## src/rtl/ram_gen_pkg.sv

```systemverilog
// Shared types and constants for the generic synchronous RAM.
// FSM state encoding and READ_MODE selector values.
package ram_gen_pkg;

    typedef enum logic [1:0] {
        RESET = 2'd0,
        INIT  = 2'd1,
        RUN   = 2'd2
    } state_t;

    localparam int RM_READ_FIRST  = 0;
    localparam int RM_WRITE_FIRST = 1;

endpackage

```

## src/rtl/ram_gen_array.sv

```systemverilog
// Single-port storage: synchronous write, combinational read.
// Ports: clk, we, adr, din (write word), dout (mem[adr]).
module ram_gen_array #(
    parameter int W      = 8,
    parameter int ADDR_W = 6
) (
    input  logic              clk,
    input  logic              we,
    input  logic [ADDR_W-1:0] adr,
    input  logic [W-1:0]      din,
    output logic [W-1:0]      dout
);

    logic [W-1:0] mem [2**ADDR_W];

    always_ff @(posedge clk) begin
        if (we) mem[adr] <= din;
    end

    assign dout = mem[adr];

endmodule

```

## src/rtl/ram_gen_sync.sv

```systemverilog
// Synchronous RAM with reset-time zero fill and registered read port.
// Ports: CLK, RST_N (async low), CE, WE, ADR, DIN -> DOUT, DVALID, READY;
// PERR (parity error) exists only when RAM_GEN_PARITY_EN is defined.
module ram_gen_sync
    import ram_gen_pkg::*;
#(
    parameter int WIDTH      = 8,
    parameter int ADDR_W     = 6,
    parameter int READ_MODE  = 0,
    parameter int INIT_CLEAR = 1
) (
    input  logic              CLK,
    input  logic              RST_N,
    input  logic              CE,
    input  logic              WE,
    input  logic [ADDR_W-1:0] ADR,
    input  logic [WIDTH-1:0]  DIN,
    output logic [WIDTH-1:0]  DOUT,
    output logic              DVALID,
    output logic              READY
`ifdef RAM_GEN_PARITY_EN
    ,
    output logic              PERR
`endif
);

`ifdef RAM_GEN_PARITY_EN
    localparam int MW = WIDTH + 1;
`else
    localparam int MW = WIDTH;
`endif

    state_t            state;
    state_t            state_nx;
    logic [ADDR_W-1:0] cnt;
    logic              acc;
    logic              a_we;
    logic [ADDR_W-1:0] a_adr;
    logic [MW-1:0]     a_din;
    logic [MW-1:0]     a_dout;
    logic [MW-1:0]     wword;
    logic [WIDTH-1:0]  rdata;

    assign READY = (state == RUN);
    assign acc   = READY & CE;

`ifdef RAM_GEN_PARITY_EN
    // Stored word is {parity, data}; parity bit makes the total even.
    assign wword = {^DIN, DIN};
`else
    assign wword = DIN;
`endif
    assign rdata = a_dout[WIDTH-1:0];

    always_ff @(posedge CLK or negedge RST_N) begin
        if (!RST_N) state <= RESET;
        else        state <= state_nx;
    end

    always_comb begin
        state_nx = state;
        unique case (state)
            RESET:   state_nx = (INIT_CLEAR != 0) ? INIT : RUN;
            INIT:    if (&cnt) state_nx = RUN;
            RUN:     state_nx = RUN;
            default: state_nx = RESET;
        endcase
    end

    always_ff @(posedge CLK or negedge RST_N) begin
        if (!RST_N)              cnt <= '0;
        else if (state == INIT)  cnt <= cnt + ADDR_W'(1);
        else                     cnt <= '0;
    end

    // INIT owns the array port; zero data also carries zero parity.
    always_comb begin
        a_we  = 1'b0;
        a_adr = ADR;
        a_din = '0;
        if (state == INIT) begin
            a_we  = 1'b1;
            a_adr = cnt;
        end else if (acc && WE) begin
            a_we  = 1'b1;
            a_din = wword;
        end
    end

    ram_gen_array #(
        .W      (MW),
        .ADDR_W (ADDR_W)
    ) u_arr (
        .clk  (CLK),
        .we   (a_we),
        .adr  (a_adr),
        .din  (a_din),
        .dout (a_dout)
    );

    // Combinational read sees the pre-write word on a write edge.
    always_ff @(posedge CLK or negedge RST_N) begin
        if (!RST_N) begin
            DOUT   <= '0;
            DVALID <= 1'b0;
        end else begin
            DVALID <= acc;
            if (acc) begin
                if (WE && READ_MODE == RM_WRITE_FIRST) DOUT <= DIN;
                else                                   DOUT <= rdata;
            end
        end
    end

`ifdef RAM_GEN_PARITY_EN
    always_ff @(posedge CLK or negedge RST_N) begin
        if (!RST_N) PERR <= 1'b0;
        else        PERR <= acc & ~WE & (^a_dout);
    end
`endif

endmodule

```

## config.mk

```make
export PLATFORM = sky130hd
export DESIGN_NAME = ram_gen_sync
export DESIGN_NICKNAME = d
export VERILOG_FILES = /design/src/rtl/ram_gen_pkg.sv /design/src/rtl/ram_gen_array.sv /design/src/rtl/ram_gen_sync.sv
export SDC_FILE = /design/constraint.sdc
export NUM_CORES = 1
export LEC_CHECK = 0
export ABC_AREA = 1
export BUFFER_PORTS_ARGS = -buffer_cell sky130_fd_sc_hd__buf_2
export CAP_MARGIN = 20
export CORE_AREA = 8 8 235 237
export DETAILED_ROUTE_END_ITERATION = 10
export DIE_AREA = 0 0 243 245
export REMOVE_ABC_BUFFERS = 1
export SKIP_LAST_GASP = 1
export SLEW_MARGIN = 0
export SYNTH_ARGS = -nofsm -noshare
export SYNTH_HDL_FRONTEND = slang
export SYNTH_HIERARCHICAL = 1
export SYNTH_SLANG_ARGS = --single-unit
```

## constraint.sdc

```tcl
create_clock -name CLK -period 3.3 [get_ports CLK]
set_input_delay 0.66 -clock CLK [delete_from_list [all_inputs] [get_ports CLK]]
set_output_delay 0.66 -clock CLK [all_outputs]
set_load 0.01 [all_outputs]
```

After elaboration in Yosys (flattened, before gate mapping)
Memories as Yosys holds them, arrays and structs flattened. A register that Yosys moved wholly into a read port is not among the register bits.
Cells that the tools add are included.
- add/subtract/negate cells: 1
- equality and inequality tests: 3
- muxes and demuxes: 10
- bitwise gates (word level): 1
- reductions and logical operators: 4
- operator list (operator ; count):
    2-to-1 mux 8 bit ; 2
    2-to-1 mux 6 bit ; 2
    adder 6 x 1 -> 6 bit, second input constant ; 1
    case mux 2 bit (3 select lines) ; 1
    AND reduction 6 bit ; 1
    2-to-1 mux 1 bit ; 4
    == test 2 x 1 -> 1 bit, second input constant ; 1
    == test 2 bit, second input constant ; 1
    logical NOT 2 bit ; 1
    2-to-1 mux 2 bit ; 1
    != test 2 bit, second input constant ; 1
    AND 1 bit ; 1
    logical AND 1 bit ; 1
    logical NOT 1 bit ; 1
- register bits: 9
- bits in writable memories: 512
- input port bits: 18
- output and inout port bits: 10
- logic and storage cells: 23
- memories: 1
- memory list (memory ; depth ; width ; rd ports ; clocked after Yosys merged registers in ; wr ports ; RTL line ; text):
    u_arr.mem ; 64 ; 8 ; 1 ; 1 ; 1 ; ram_gen_array.sv:14 ; logic [W-1:0] mem [2**ADDR_W];

Logic depth before layout (Yosys ltp)
- depth in word-level cells: 7
- depth in mapped cells: 20

Cells and area by module
The synthesis kept the hierarchy.
- modules (own cells, without submodules) (module ; times used ; cells an instance ; area an instance (um^2)):
    ram_gen_array ; 1 ; 2159 ; 21884.7
    ram_gen_sync ; 1 ; 118 ; 900.9

Worst setup path before layout
OpenSTA, ideal clock, no wires.
- path kind: register to register
- start point: register state[0]
- end point: memory u_arr.mem[0][0], data pin
- setup time: 0.500 ns
- arrival time: 2.533 ns
- required time: 2.800 ns
- setup slack: 0.268 ns
- cell stages (with the launch flop): 7
- path buffers: 0
- clock period less this slack: 3.032 ns
- cells stage by stage: dfrtp_1 -> inv_1 -> ha_1 -> nand2_4 -> clkinv_4 -> nand3_4 -> nor2_1
- cells in the longest elaborated chain, start to end: 5
- elaborated cells between the ends (all ways): 6
- ends and longest elaborated chain (element ; RTL line ; text):
    from (decl) ; ram_gen_sync.sv:33 ; state_t state;
    from (signal assigned) ; ram_gen_sync.sv:57 ; else state <= state_nx;
    == test 2 bit ; ram_gen_sync.sv:44 ; assign READY = (state == RUN);
    via READY ; ram_gen_sync.sv:20 ; output logic READY
    AND 1 bit ; ram_gen_sync.sv:45 ; assign acc = READY & CE;
    via acc ; ram_gen_sync.sv:36 ; logic acc;
    logical AND 1 bit ; ram_gen_sync.sv:84 ; end else if (acc && WE) begin
    2-to-1 mux 8 bit ; ram_gen_sync.sv:84 ;
    2-to-1 mux 8 bit ; ram_gen_sync.sv:81 ; if (state == INIT) begin
    via a_din[0] ; ram_gen_sync.sv:39 ; logic [MW-1:0] a_din;
    to (decl) ; ram_gen_array.sv:14 ;
The timed path passes the listed nets, and every way through them passes these cells.

Final worst setup path
- start point: register state[1]
- end point: memory u_arr.mem[24][1], enable pin
- elaborated cells between the ends (all ways): 9
- RTL lines (element ; RTL line ; text):
    == test 2 x 1 -> 1 bit ; ram_gen_sync.sv:81 ;
    2-to-1 mux 6 bit ; ram_gen_sync.sv:81 ;
    via a_adr[2] ; ram_gen_sync.sv:38 ; logic [ADDR_W-1:0] a_adr;
The timed path passes the listed nets, and every way through them passes these cells.

==> key figures <==
STA
  • Fin Clk Skew: slightly below 0.02 ns
  • Setup_tns: 0 ns
  • Final period util: between 80% and 90%
  • Relative slew margins: 35.5%
  • Final Max Tran Viols: 0
  • Achievable Freq: roughly 340 MHz
  • Crit path time final: between 2 and 3 ns
  • Unrepaired setup endpoints after global routing: no
  • Actual slew at the worst max-slew pin: around 0.97 ns
  • Final count of negative-setup-slack endpoints: 0
  • Total count of hold-check failures in the final report: 0

Drt
  • Post-detailed-route wirelength per cell: about 19 um
  • DRC marker count from the first detailed-route iteration: around 1,500
  • DRC Markers: 0
  • Post-DRT Antenna Nets: 0
  • Total vias in the final route: 15,611
  • TritonRoute pass-1 iters: 5
  • Via-to-Cell Ratio: roughly 5.0
  • Final WL: roughly 58,000 um

Placement
  • Cell Count Post-Placement: roughly 3,000
  • Number of port buffers: 27
  • Final weighted congestion of routability-driven global placement: slightly below 0.9
  • Total half-perimeter wirelength after legalization and detailed placement: between 30,000 and 40,000 um

Synth
  • Share of flip-flops with an asynchronous set or reset: approximately 3.2%
  • Number of cells produced by synthesis: approximately 2,300
  • Cell types with the largest area share after synthesis: edfxtp_1 (67%), nand2_1 (24%), dfrtp_1 (1.9%)
  • Post-synthesis sequential element count: around 530
  • Leading area contributor after synthesis: edfxtp_1
  • Sequential element share of the synthesized area: between 60 and 70%
  • Post-synth top cells: nand2_1 (1,431), edfxtp_1 (512), nor2_1 (100)
  • Number of distinct library cells after synthesis: 28
  • Mean post-synth cell area: about 10 um^2
  • Netlist area before placement: roughly 0.023 mm^2
  • Number of flops mapped to enable cells by yosys: about 500
  • Total of warnings raised by yosys: 6
  • Area share of the largest cell type after synthesis: around two thirds
  • Leading cell type by number of instances after synthesis: nand2_1
  • Top FF cell, synth: edfxtp_1

Global routing
  • Initial antenna violation count: 1
  • Maximum number of pins on one net before global-route repair: 77
  • Number of global-route vias before repair: around 15,000
  • First-pass GRT wire length: 89,900 um
  • All-layer global routing usage: between 10% and 20%
  • Global route overflow: 0

Worst setup path
  • Largest stage delay on the critical path: 0.44 ns
  • Kind of end point of the critical path: register
  • Kind of start point of the critical path: register
  • Ordered cell list for the critical path: inv_1 > ha_1 > inv_2 > nand2_1 > o21ai_4 > buf_4 > nor2_1 > nand3_1 > nor2_1 > buf_4
  • Flop-to-flop setup slack: 0.36 ns
  • Worst-path fanout max: 13
  • Library cell contributing the largest single delay on the critical path: nand3_1
  • Required arrival time at the worst endpoint: ~3.6 ns
  • Data arrival time at the worst-slack endpoint: between 3 and 4 ns
  • Critical setup path kind: reg -> reg

Layout
  • Nets: roughly 2,400
  • Area growth from synthesis to final layout: 15.2%
  • Final cell count without fillers: roughly 3,100
  • Fillers: around 4,700
  • Proportion of layout cells with a drive suffix above 1: a little over a tenth
  • Ant diodes: 0

Clock network
  • Root buffer cell: clkbuf_16
  • Number of levels the H-tree was split into: 2
  • Clock tree from TritonCTS: yes
  • Number of sinks driven by the clock tree: roughly 530
  • Clock Pin Slew Worst Setup and Hold Paths: 0.06 ns
  • Max clock buf depth: 3
  • Later-pin clock latency in the skew report: slightly above 0.6 ns
  • Number of CTS-inserted buffers: 55

Floorplan
  • Placeable Area: just over 0.05 mm^2
  • Vertical die dimension: approximately 250 um
  • Floorplan row count: 84
  • Initial standard-cell utilization of the core: approximately 44%
  • DIE AREA: ~0.060 mm^2
  • Total I/O pin count: 28
  • X dimension of the die: ~240 um

Pwr
  • Leakage power of the design: approximately 10 nW
  • Areal power density over the cells: about 520 mW/mm^2
  • Power after layout: between 10 and 15 mW
  • Largest vdd supply drop: about 0.0004 V

Run
  • Max-capacitance violation count: 0

Worst hold path
  • Tightest Hold Check Type: reg -> reg

Status
  • Run status: finished, final reports clean
## per-layer routing
metal  up-vias  share of wire (%)  global-route usage (%)
met3       106                6.5                    3.84
met2       458                 48                    32.1
met1      7510                 43                    25.6
met5         -              0.021                       0
li1       7535                  -                       -
met4         2                2.9                    6.06
## critical path: cells and delay by family, from the launching register on
| kind | cells | cell delay [ns] |
|---|---|---|
| AOI/OAI and AO/OA | 1 | 0.16 |
| adders and majority gates | 1 | 0.19 |
| buffers and inverters | 4 | 0.66 |
| DFF | 1 | 0.40 |
| and+or+nand+nor | 4 | 1.23 |
## power breakdown
part           switching [mW]  internal [mW]  total (mW)
clock network            2.58           3.84        6.42
logic                  0.0129        0.00879      0.0217
registers                   0           7.25        7.25
total                    2.59           11.1        13.7
## timing repair
item                                    4_1_cts  5_1_grt
hold endpoints to repair                     15        0
gates resized for setup                       0        5
hold buffers                                  1        0
setup buffers                                 0        0
endpoints found under the setup margin        0        7
## stage by stage
stage / worst slack, ns / hold slack (ns) / utilization, % / cell area, um^2
4_1_cts: 0.108 / 0.453 / 50.8 / 26200
2_1_floorplan: -14.20 / 0.364 / - / 22200
6_report: 0.359 / 0.471 / 50.8 / 26300
5_1_grt: 0.144 / 0.461 / 50.8 / 26300
3_3_place_gp: 0.169 / 0.456 / 47.1 / 24400
3_5_place_dp: 0.121 / 0.463 / 47.1 / 24400
## cells by family (layout without fill, tap and decap cells)
logic type | count (synthesis) | count (layout) | synth area share (%)
and+or+nand+nor | 1574 | 1574 | 26.5
DFF | 529 | 529 | 69.3
buffers and inverters | 151 | 300 | 3.44
AOI/OAI and AO/OA | 19 | 19 | 0.483
adders and majority gates | 4 | 4 | 0.220
## path summary, 6_finish.rpt
path | startpoint | to | cells after the start
worst max-delay path | state[1]$_DFFE_PN0P_ | u_arr/mem[24][1]$_DFFE_PP_ | 10
worst min-delay path | cnt[3]$_DFF_PN0_ | cnt[3]$_DFF_PN0_ | 1
worst max register to register | state[1]$_DFFE_PN0P_ | u_arr/mem[24][1]$_DFFE_PP_ | 10
worst min register to register | cnt[3]$_DFF_PN0_ | cnt[3]$_DFF_PN0_ | 1
max in group asynchronous | RST_N | DOUT[3]$_DFFE_PN0P_ | 2
min in group asynchronous | RST_N | state[1]$_DFFE_PN0P_ | 2
## layout make-up
class	count	area [um^2]	area share, %
well taps	688	861	3.28
flip-flops and latches	529	15800	60.2
clock inverters	34	383	1.46
multi-input cells	1597	6280	23.9
inverters	49	195	0.743
clock buffers	69	1500	5.71
repair buffers	148	1230	4.69
## cell usage in the layout (no fill, tap or decap), types with 12 or more instances in the layout
master and count:
buf_12 14, buf_2 27, buf_4 104, clkbuf_16 56, clkinv_1 12, dfrtp_1 17, edfxtp_1 512, inv_1 42
nand2_1 1430, nand3_1 16, nor2_1 93
## state kept, by name, indices dropped and copies added (netlist names)
name / flops
u_arr/mem: 512
DOUT: 8
DVALID: 1
cnt: 6
state: 2
Note: power is estimated with default switching activity, not from simulation.
